### src/rtl/handshake_rr_arbiter_pkg.sv
// Shared constants and helpers for the round-robin handshake arbiter.
package handshake_arb_pkg;

  localparam int unsigned DEFAULT_N     = 3;
  localparam int unsigned DEFAULT_WIDTH = 4;
  localparam int unsigned STAT_W        = 8;

  // Index width for an n-entry field, never narrower than one bit.
  function automatic int unsigned idx_w(input int unsigned n);
    int unsigned w;
    w = $clog2(n);
    return (w < 1) ? 1 : w;
  endfunction

endpackage

### src/rtl/handshake_rr_arbiter_if.sv
// Request/result handshake bundle between requester lanes, arbiter and consumer.
interface handshake_rr_arbiter_if #(
  parameter int unsigned N     = handshake_arb_pkg::DEFAULT_N,
  parameter int unsigned WIDTH = handshake_arb_pkg::DEFAULT_WIDTH,
  parameter int unsigned IDX_W = handshake_arb_pkg::idx_w(N)
);

  logic [N-1:0]       req_valid;
  logic [N-1:0]       req_ready;
  logic [N*WIDTH-1:0] req_in1;
  logic [N*WIDTH-1:0] req_in2;
  logic               out_valid;
  logic               out_ready;
  logic [WIDTH-1:0]   out_xor;
  logic               out_flag;
  logic [IDX_W-1:0]   out_src;

  // Requesters plus consumer side.
  modport master (
    output req_valid, req_in1, req_in2, out_ready,
    input  req_ready, out_valid, out_xor, out_flag, out_src
  );

  // Arbiter side.
  modport slave (
    input  req_valid, req_in1, req_in2, out_ready,
    output req_ready, out_valid, out_xor, out_flag, out_src
  );

endinterface

### src/rtl/handshake_rr_arbiter_rr_pick.sv
// Combinational round-robin picker: first valid lane after 'last', wrapping.
module rr_pick
  import handshake_arb_pkg::*;
#(
  parameter int unsigned N     = DEFAULT_N,
  parameter int unsigned IDX_W = idx_w(N)
) (
  input  logic [N-1:0]     req,
  input  logic [IDX_W-1:0] last,
  output logic [N-1:0]     grant,
  output logic [IDX_W-1:0] grant_idx,
  output logic             any
);

  int unsigned      cand;
  logic [IDX_W-1:0] cidx;

  always_comb begin
    grant     = '0;
    grant_idx = '0;
    any       = 1'b0;
    cand      = 0;
    cidx      = '0;
    for (int unsigned k = 1; k <= N; k++) begin
      cand = (32'(last) + k) % N;
      cidx = IDX_W'(cand);
      if (!any && req[cidx]) begin
        grant[cidx] = 1'b1;
        grant_idx   = cidx;
        any         = 1'b1;
      end
    end
  end

endmodule

### src/rtl/handshake_rr_arbiter.sv
// Round-robin arbiter feeding one registered XOR/reduce result stage.
// Optional per-lane transfer counters enabled by HANDSHAKE_RR_ARBITER_STATS_EN.
module handshake_rr_arbiter
  import handshake_arb_pkg::*;
#(
  parameter int unsigned N     = DEFAULT_N,
  parameter int unsigned WIDTH = DEFAULT_WIDTH,
  parameter int unsigned IDX_W = idx_w(N)
) (
  input  logic                  CLK,
  input  logic                  RESETN,
  handshake_rr_arbiter_if.slave bus
`ifdef HANDSHAKE_RR_ARBITER_STATS_EN
  ,
  output logic [N*STAT_W-1:0]   grant_count
`endif
);

  logic [IDX_W-1:0] last_grant_q;
  logic             out_valid_q;
  logic [WIDTH-1:0] out_xor_q;
  logic             out_flag_q;
  logic [IDX_W-1:0] out_src_q;

  logic             load_en;
  logic [N-1:0]     grant;
  logic [IDX_W-1:0] grant_idx;
  logic             any;
  logic             xfer;
  logic [WIDTH-1:0] win_in1;
  logic [WIDTH-1:0] win_in2;

  // Output stage can take a new result when empty or being drained this cycle.
  assign load_en = RESETN && (!out_valid_q || bus.out_ready);

  rr_pick #(
    .N     (N),
    .IDX_W (IDX_W)
  ) u_pick (
    .req       (bus.req_valid),
    .last      (last_grant_q),
    .grant     (grant),
    .grant_idx (grant_idx),
    .any       (any)
  );

  assign bus.req_ready = grant & {N{load_en}};
  assign xfer          = any && load_en;

  // One-hot AND-OR select of the winning operand pair.
  always_comb begin
    win_in1 = '0;
    win_in2 = '0;
    for (int unsigned i = 0; i < N; i++) begin
      if (grant[i]) begin
        win_in1 = bus.req_in1[i*WIDTH +: WIDTH];
        win_in2 = bus.req_in2[i*WIDTH +: WIDTH];
      end
    end
  end

  always_ff @(posedge CLK) begin
    if (!RESETN) begin
      last_grant_q <= IDX_W'(N - 1);
      out_valid_q  <= 1'b0;
      out_xor_q    <= '0;
      out_flag_q   <= 1'b0;
      out_src_q    <= '0;
    end else if (xfer) begin
      last_grant_q <= grant_idx;
      out_valid_q  <= 1'b1;
      out_xor_q    <= win_in1 ^ win_in2;
      out_flag_q   <= (|win_in1) && (&win_in1);
      out_src_q    <= grant_idx;
    end else if (bus.out_ready) begin
      out_valid_q  <= 1'b0;
    end
  end

  assign bus.out_valid = out_valid_q;
  assign bus.out_xor   = out_xor_q;
  assign bus.out_flag  = out_flag_q;
  assign bus.out_src   = out_src_q;

`ifdef HANDSHAKE_RR_ARBITER_STATS_EN
  for (genvar g = 0; g < N; g++) begin : gen_stats
    logic [STAT_W-1:0] cnt_q;

    always_ff @(posedge CLK) begin
      if (!RESETN) begin
        cnt_q <= '0;
      end else if (xfer && grant[g] && (cnt_q != {STAT_W{1'b1}})) begin
        cnt_q <= cnt_q + 1'b1;
      end
    end

    assign grant_count[g*STAT_W +: STAT_W] = cnt_q;
  end
`endif

endmodule

### src/flat_wrapper.sv
// flat-port wrapper written by rule: the top's interface ports become plain ports
module handshake_rr_arbiter_flat import handshake_arb_pkg::*;
#(
  parameter int unsigned N     = DEFAULT_N,
  parameter int unsigned WIDTH = DEFAULT_WIDTH,
  parameter int unsigned IDX_W = idx_w(N)
)
  (CLK, RESETN, bus_req_valid, bus_req_in1, bus_req_in2, bus_out_ready, bus_req_ready, bus_out_valid, bus_out_xor, bus_out_flag, bus_out_src);
  handshake_rr_arbiter_if #(.N(N), .WIDTH(WIDTH), .IDX_W(IDX_W)) bus_i ();
  input  logic CLK;
  input  logic RESETN;
  input wire logic [$bits(bus_i.req_valid)-1:0] bus_req_valid;
  input wire logic [$bits(bus_i.req_in1)-1:0] bus_req_in1;
  input wire logic [$bits(bus_i.req_in2)-1:0] bus_req_in2;
  input wire logic [$bits(bus_i.out_ready)-1:0] bus_out_ready;
  output wire logic [$bits(bus_i.req_ready)-1:0] bus_req_ready;
  output wire logic [$bits(bus_i.out_valid)-1:0] bus_out_valid;
  output wire logic [$bits(bus_i.out_xor)-1:0] bus_out_xor;
  output wire logic [$bits(bus_i.out_flag)-1:0] bus_out_flag;
  output wire logic [$bits(bus_i.out_src)-1:0] bus_out_src;
  assign bus_i.req_valid = bus_req_valid;
  assign bus_i.req_in1 = bus_req_in1;
  assign bus_i.req_in2 = bus_req_in2;
  assign bus_i.out_ready = bus_out_ready;
  assign bus_req_ready = bus_i.req_ready;
  assign bus_out_valid = bus_i.out_valid;
  assign bus_out_xor = bus_i.out_xor;
  assign bus_out_flag = bus_i.out_flag;
  assign bus_out_src = bus_i.out_src;
  handshake_rr_arbiter #(.N(N), .WIDTH(WIDTH), .IDX_W(IDX_W)) u_core (.CLK(CLK), .RESETN(RESETN), .bus(bus_i));
endmodule
### config.mk
export PLATFORM = sky130hd
export DESIGN_NAME = handshake_rr_arbiter_flat
export DESIGN_NICKNAME = d
export VERILOG_FILES = /design/src/rtl/handshake_rr_arbiter_pkg.sv /design/src/rtl/handshake_rr_arbiter_if.sv /design/src/rtl/handshake_rr_arbiter_rr_pick.sv /design/src/rtl/handshake_rr_arbiter.sv /design/src/flat_wrapper.sv
export SDC_FILE = /design/constraint.sdc
export NUM_CORES = 1
export LEC_CHECK = 0
export ABC_AREA = 0
export ABC_CLOCK_PERIOD_IN_PS = 3970
export BUFFER_PORTS_ARGS = -buffer_cell sky130_fd_sc_hd__buf_4
export CAP_MARGIN = 10
export CORE_MARGIN = 4
export CORE_UTILIZATION = 50
export DETAILED_ROUTE_END_ITERATION = 12
export PLACE_DENSITY_LB_ADDON = 0.15
export RECOVER_POWER = 100
export SETUP_SLACK_MARGIN = 0.02
export SLEW_MARGIN = 20
export SYNTH_ARGS = -nofsm -noshare
export SYNTH_HDL_FRONTEND = slang
export SYNTH_HIERARCHICAL = 1
export SYNTH_SLANG_ARGS = --single-unit
export TNS_END_PERCENT = 5
### constraint.sdc
create_clock -name CLK -period 3.97 [get_ports CLK]
set_input_delay 0 -clock CLK [delete_from_list [all_inputs] [get_ports CLK]]
set_output_delay 0 -clock CLK [all_outputs]
set_load 0.01 [all_outputs]
==> key figures <==
Global route
  – Largest net degree at the start of global routing: 18
  – Via count of the first global-routing pass: 826
  – Remaining Overflow, GRT: 0
  – Gr usage total: ~17%
  – Initial antenna violation count: 0
  – First-pass GRT wire length: approximately 3.5 mm

CTS
  – Clock insertion delay at the later pin of the skew report: 0.25 ns
  – Cts bufs inserted: 3
  – Hold Buf Count CTS: 0
  – Root buffer cell: clkbuf_4
  – CTS clock-pin slew for the worst setup and hold paths: 0.06 ns
  – H-tree depth: 1
  – Postcts setup bufs: 0
  – CTS tree: built
  – Clk sinks: 9
  – Post-CTS resize count: 0
  – Clock Path Buffers: 2

Hold path
  – Hold Crit Class: in2reg
  – Worst hold path depth: 2
  – Hold path start: RESETN
  – Worst Hold End: u_core/last_grant_q[1]

Synth
  – Synth cell types: 31
  – Ys async rst share: 0%
  – Syn nets: 154
  – #FFs+latches synth: 9
  – Top_reg_cell synth: dfxtp_1
  – Area share of the largest cell type after synthesis: 19.43%
  – Top area cells in the synthesized netlist: dfxtp_1 (19%), nand3b_1 (8.1%), a21oi_2 (7.6%)
  – Mapped Avg Cell Area: just under 8 um^2
  – Yosys warnings: 6
  – Post-synth EDFFs: 0
  – Post-Syn Instances: 120
  – Seq/Total Area, Yosys: between 10% and 20%
  – Commonest cells post-synth: a21oi_1 (10), nand3b_1 (10), nor2b_1 (10), dfxtp_1 (9), inv_1 (9)
  – Netlist Area Pre-Place: 927.1 um^2
  – Dominant cell type by area after synthesis: dfxtp_1

Critical path
  – CP endpoint kind: flip-flop
  – R2r worst-path depth: 9
  – Reg2reg start: u_core/last_grant_q[0]
  – Reg2Reg Setup Slack: around 0.78 ns
  – Slowest stage delay, CP: ~0.95 ns
  – Reg2reg end: u_core/bus.out_xor[2]
  – Data arrival, critical path: between 3 and 4 ns
  – WP data required: slightly above 4 ns
  – Crit-path cells: inv_1 > ha_1 > mux2i_1 > o21ai_0 > o31ai_1 > nand3b_1 > a21oi_1 > xnor2_1 > o21ai_1
  – Worst Path Max Fanout: 12
  – Critical path class: reg2reg
  – Setup crit start: u_core/last_grant_q[0]
  – Slowest cell on crit path: o31ai_1
  – Startpoint Class: flip-flop

Floorplanning
  – Die W: about 50 um
  – Starting Density: between 50 and 60%
  – Standard-cell rows: 15
  – I/O pins: 41
  – DIE HEIGHT: approximately 51 um
  – Core area: approximately 1700 um^2
  – Total Die Area: between 2000 and 3000 um^2

STA
  – Sum Neg Setup Slack: 0 ns
  – Worst Skew: 0.003571 ns
  – Fmax: 313.1 MHz
  – Setup violations, final: 0
  – RSZ-0062 raised after global routing: no
  – Fin. Hold Viols: 0
  – Measured slew at the worst slew-check pin: roughly 1.0 ns
  – Rel. slew slack: 30.52%
  – Crit share post-route: around four fifths
  – Fin. max-slew vios: 0
  – Setup ws final: slightly below 0.8 ns
  – Min cycle time layout: 3.194 ns

Cells and area
  – Synthesis-to-finish area growth: 27.26%
  – Final instance area: 1180 um^2
  – Fin cells: 183
  – Share of layout cells above drive strength 1: about a quarter
  – Antenna Cells: 0
  – Register area: 180.2 um^2
  – Multi-input logic area: 638.1 um^2
  – Fin nets: 193
  – Fillers: 174

Placed design
  – Place WS: 1.014 ns
  – Final GP Congestion: 0.8157
  – I/O Buffers: 40
  – Placed cell count: about 180
  – DP Area: 1211 um^2
  – DP HPWL: roughly 1.8 mm

Route
  – Residual DRC: 0
  – DR iter-0 viols: 21
  – Routed Antenna Nets: 0
  – Initial DRT Pass Iterations: 5
  – Avg WL per Cell: about 12 um
  – Vias per cell: 5.279
  – Detailed Route WL: 2.233 mm
  – Routed via count: 966

Pwr
  – VDD IR-drop max: 0.5256 mV
  – Power Total: 1049 uW
  – Pleak: 0.0005121 uW
  – Power density over the cells: 889.3 nW/um^2

Status
  – Status: finished, final reports clean

Job
  – Max-cap viol count: 0
[cells by family after synthesis]
logic type | Yosys count | synth area share (%)
buffers and inverters | 16 | 9.581
AOI/OAI and AO/OA | 39 | 29.29
muxes | 5 | 5.398
DFF | 9 | 19.43
xor gates and xnor gates | 4 | 3.778
adders and majority gates | 4 | 5.398
and+or+nand+nor | 43 | 27.13
[critical path, delay by kind of cell (launching register included)]
family / cells / cell delay, ns
AO/OA/AOI/OAI: 4 / 1.57
XOR/XNOR: 1 / 0.17
adder cells (fa/ha/maj): 1 / 0.47
buffers and inverters: 1 / 0.08
flip-flops: 1 / 0.39
multiplexers: 1 / 0.24
AND/OR/NAND/NOR: 1 / 0.14
[flip-flops by register name, indices dropped and copies added (netlist names)]
name	cells
u_core/bus.out_xor	4
u_core/last_grant_q	2
u_core/bus.out_flag	1
u_core/bus.out_src	1
u_core/bus.out_valid	1
[how the worst max path moves through the flow]
stage                     slack, ns                     to
after floorplan                1.69  u_core/bus.out_xor[2]
after global placement         1.13  u_core/bus.out_xor[3]
after detailed placement       1.01  u_core/bus.out_xor[1]
after CTS                      1.02  u_core/bus.out_xor[1]
after global routing           0.42  u_core/bus.out_xor[1]
final                          0.78  u_core/bus.out_xor[2]
[metrics by stage]
stage          hold slack, ns  utilization (%)
6_report              0.04056            67.60
5_1_grt               0.05033            67.60
4_1_cts               0.03814            70.90
3_5_place_dp           0.3075            69.39
3_3_place_gp           0.2974            69.39
2_1_floorplan          0.1749                -
[layout make-up]
cell class,count,share of cell area [%]
Multi-Input combinational cell,95,54.08
Tap cell,25,2.651
Sequential cell,9,15.27
Inverter,9,2.863
Clock buffer,4,2.227
Timing Repair Buffer,41,22.91
[power by group]
part           leakage [uW]  switching, uW  total [uW]  internal, uW
logic              0.000423            464         837           373
clock network     0.0000150           27.9        66.4          38.5
registers         0.0000744           21.5         146           124
total              0.000512            514        1050           536
[layout by cell type (no fill, tap or decap), types with 5 or more instances in the layout]
master,Yosys,routed
inv_1,9,9
a21oi_2,8,5
nand3_1,8,8
nor2b_1,10,10
nand2_1,5,5
o21ai_0,1,6
buf_4,1,31
nand3b_1,10,10
clkbuf_1,1,11
a21oi_1,10,13
dfxtp_1,9,9
mux2i_1,5,5
[layer usage]
layer | GRT usage [%] | share of wire [%]
met1 | 23.77 | 47
met2 | 26.61 | 46
met3 | 2.332 | 7.0
met4 | 4.036 | 0.58
met5 | 0 | 0
Power figures use the tool's default switching activity.
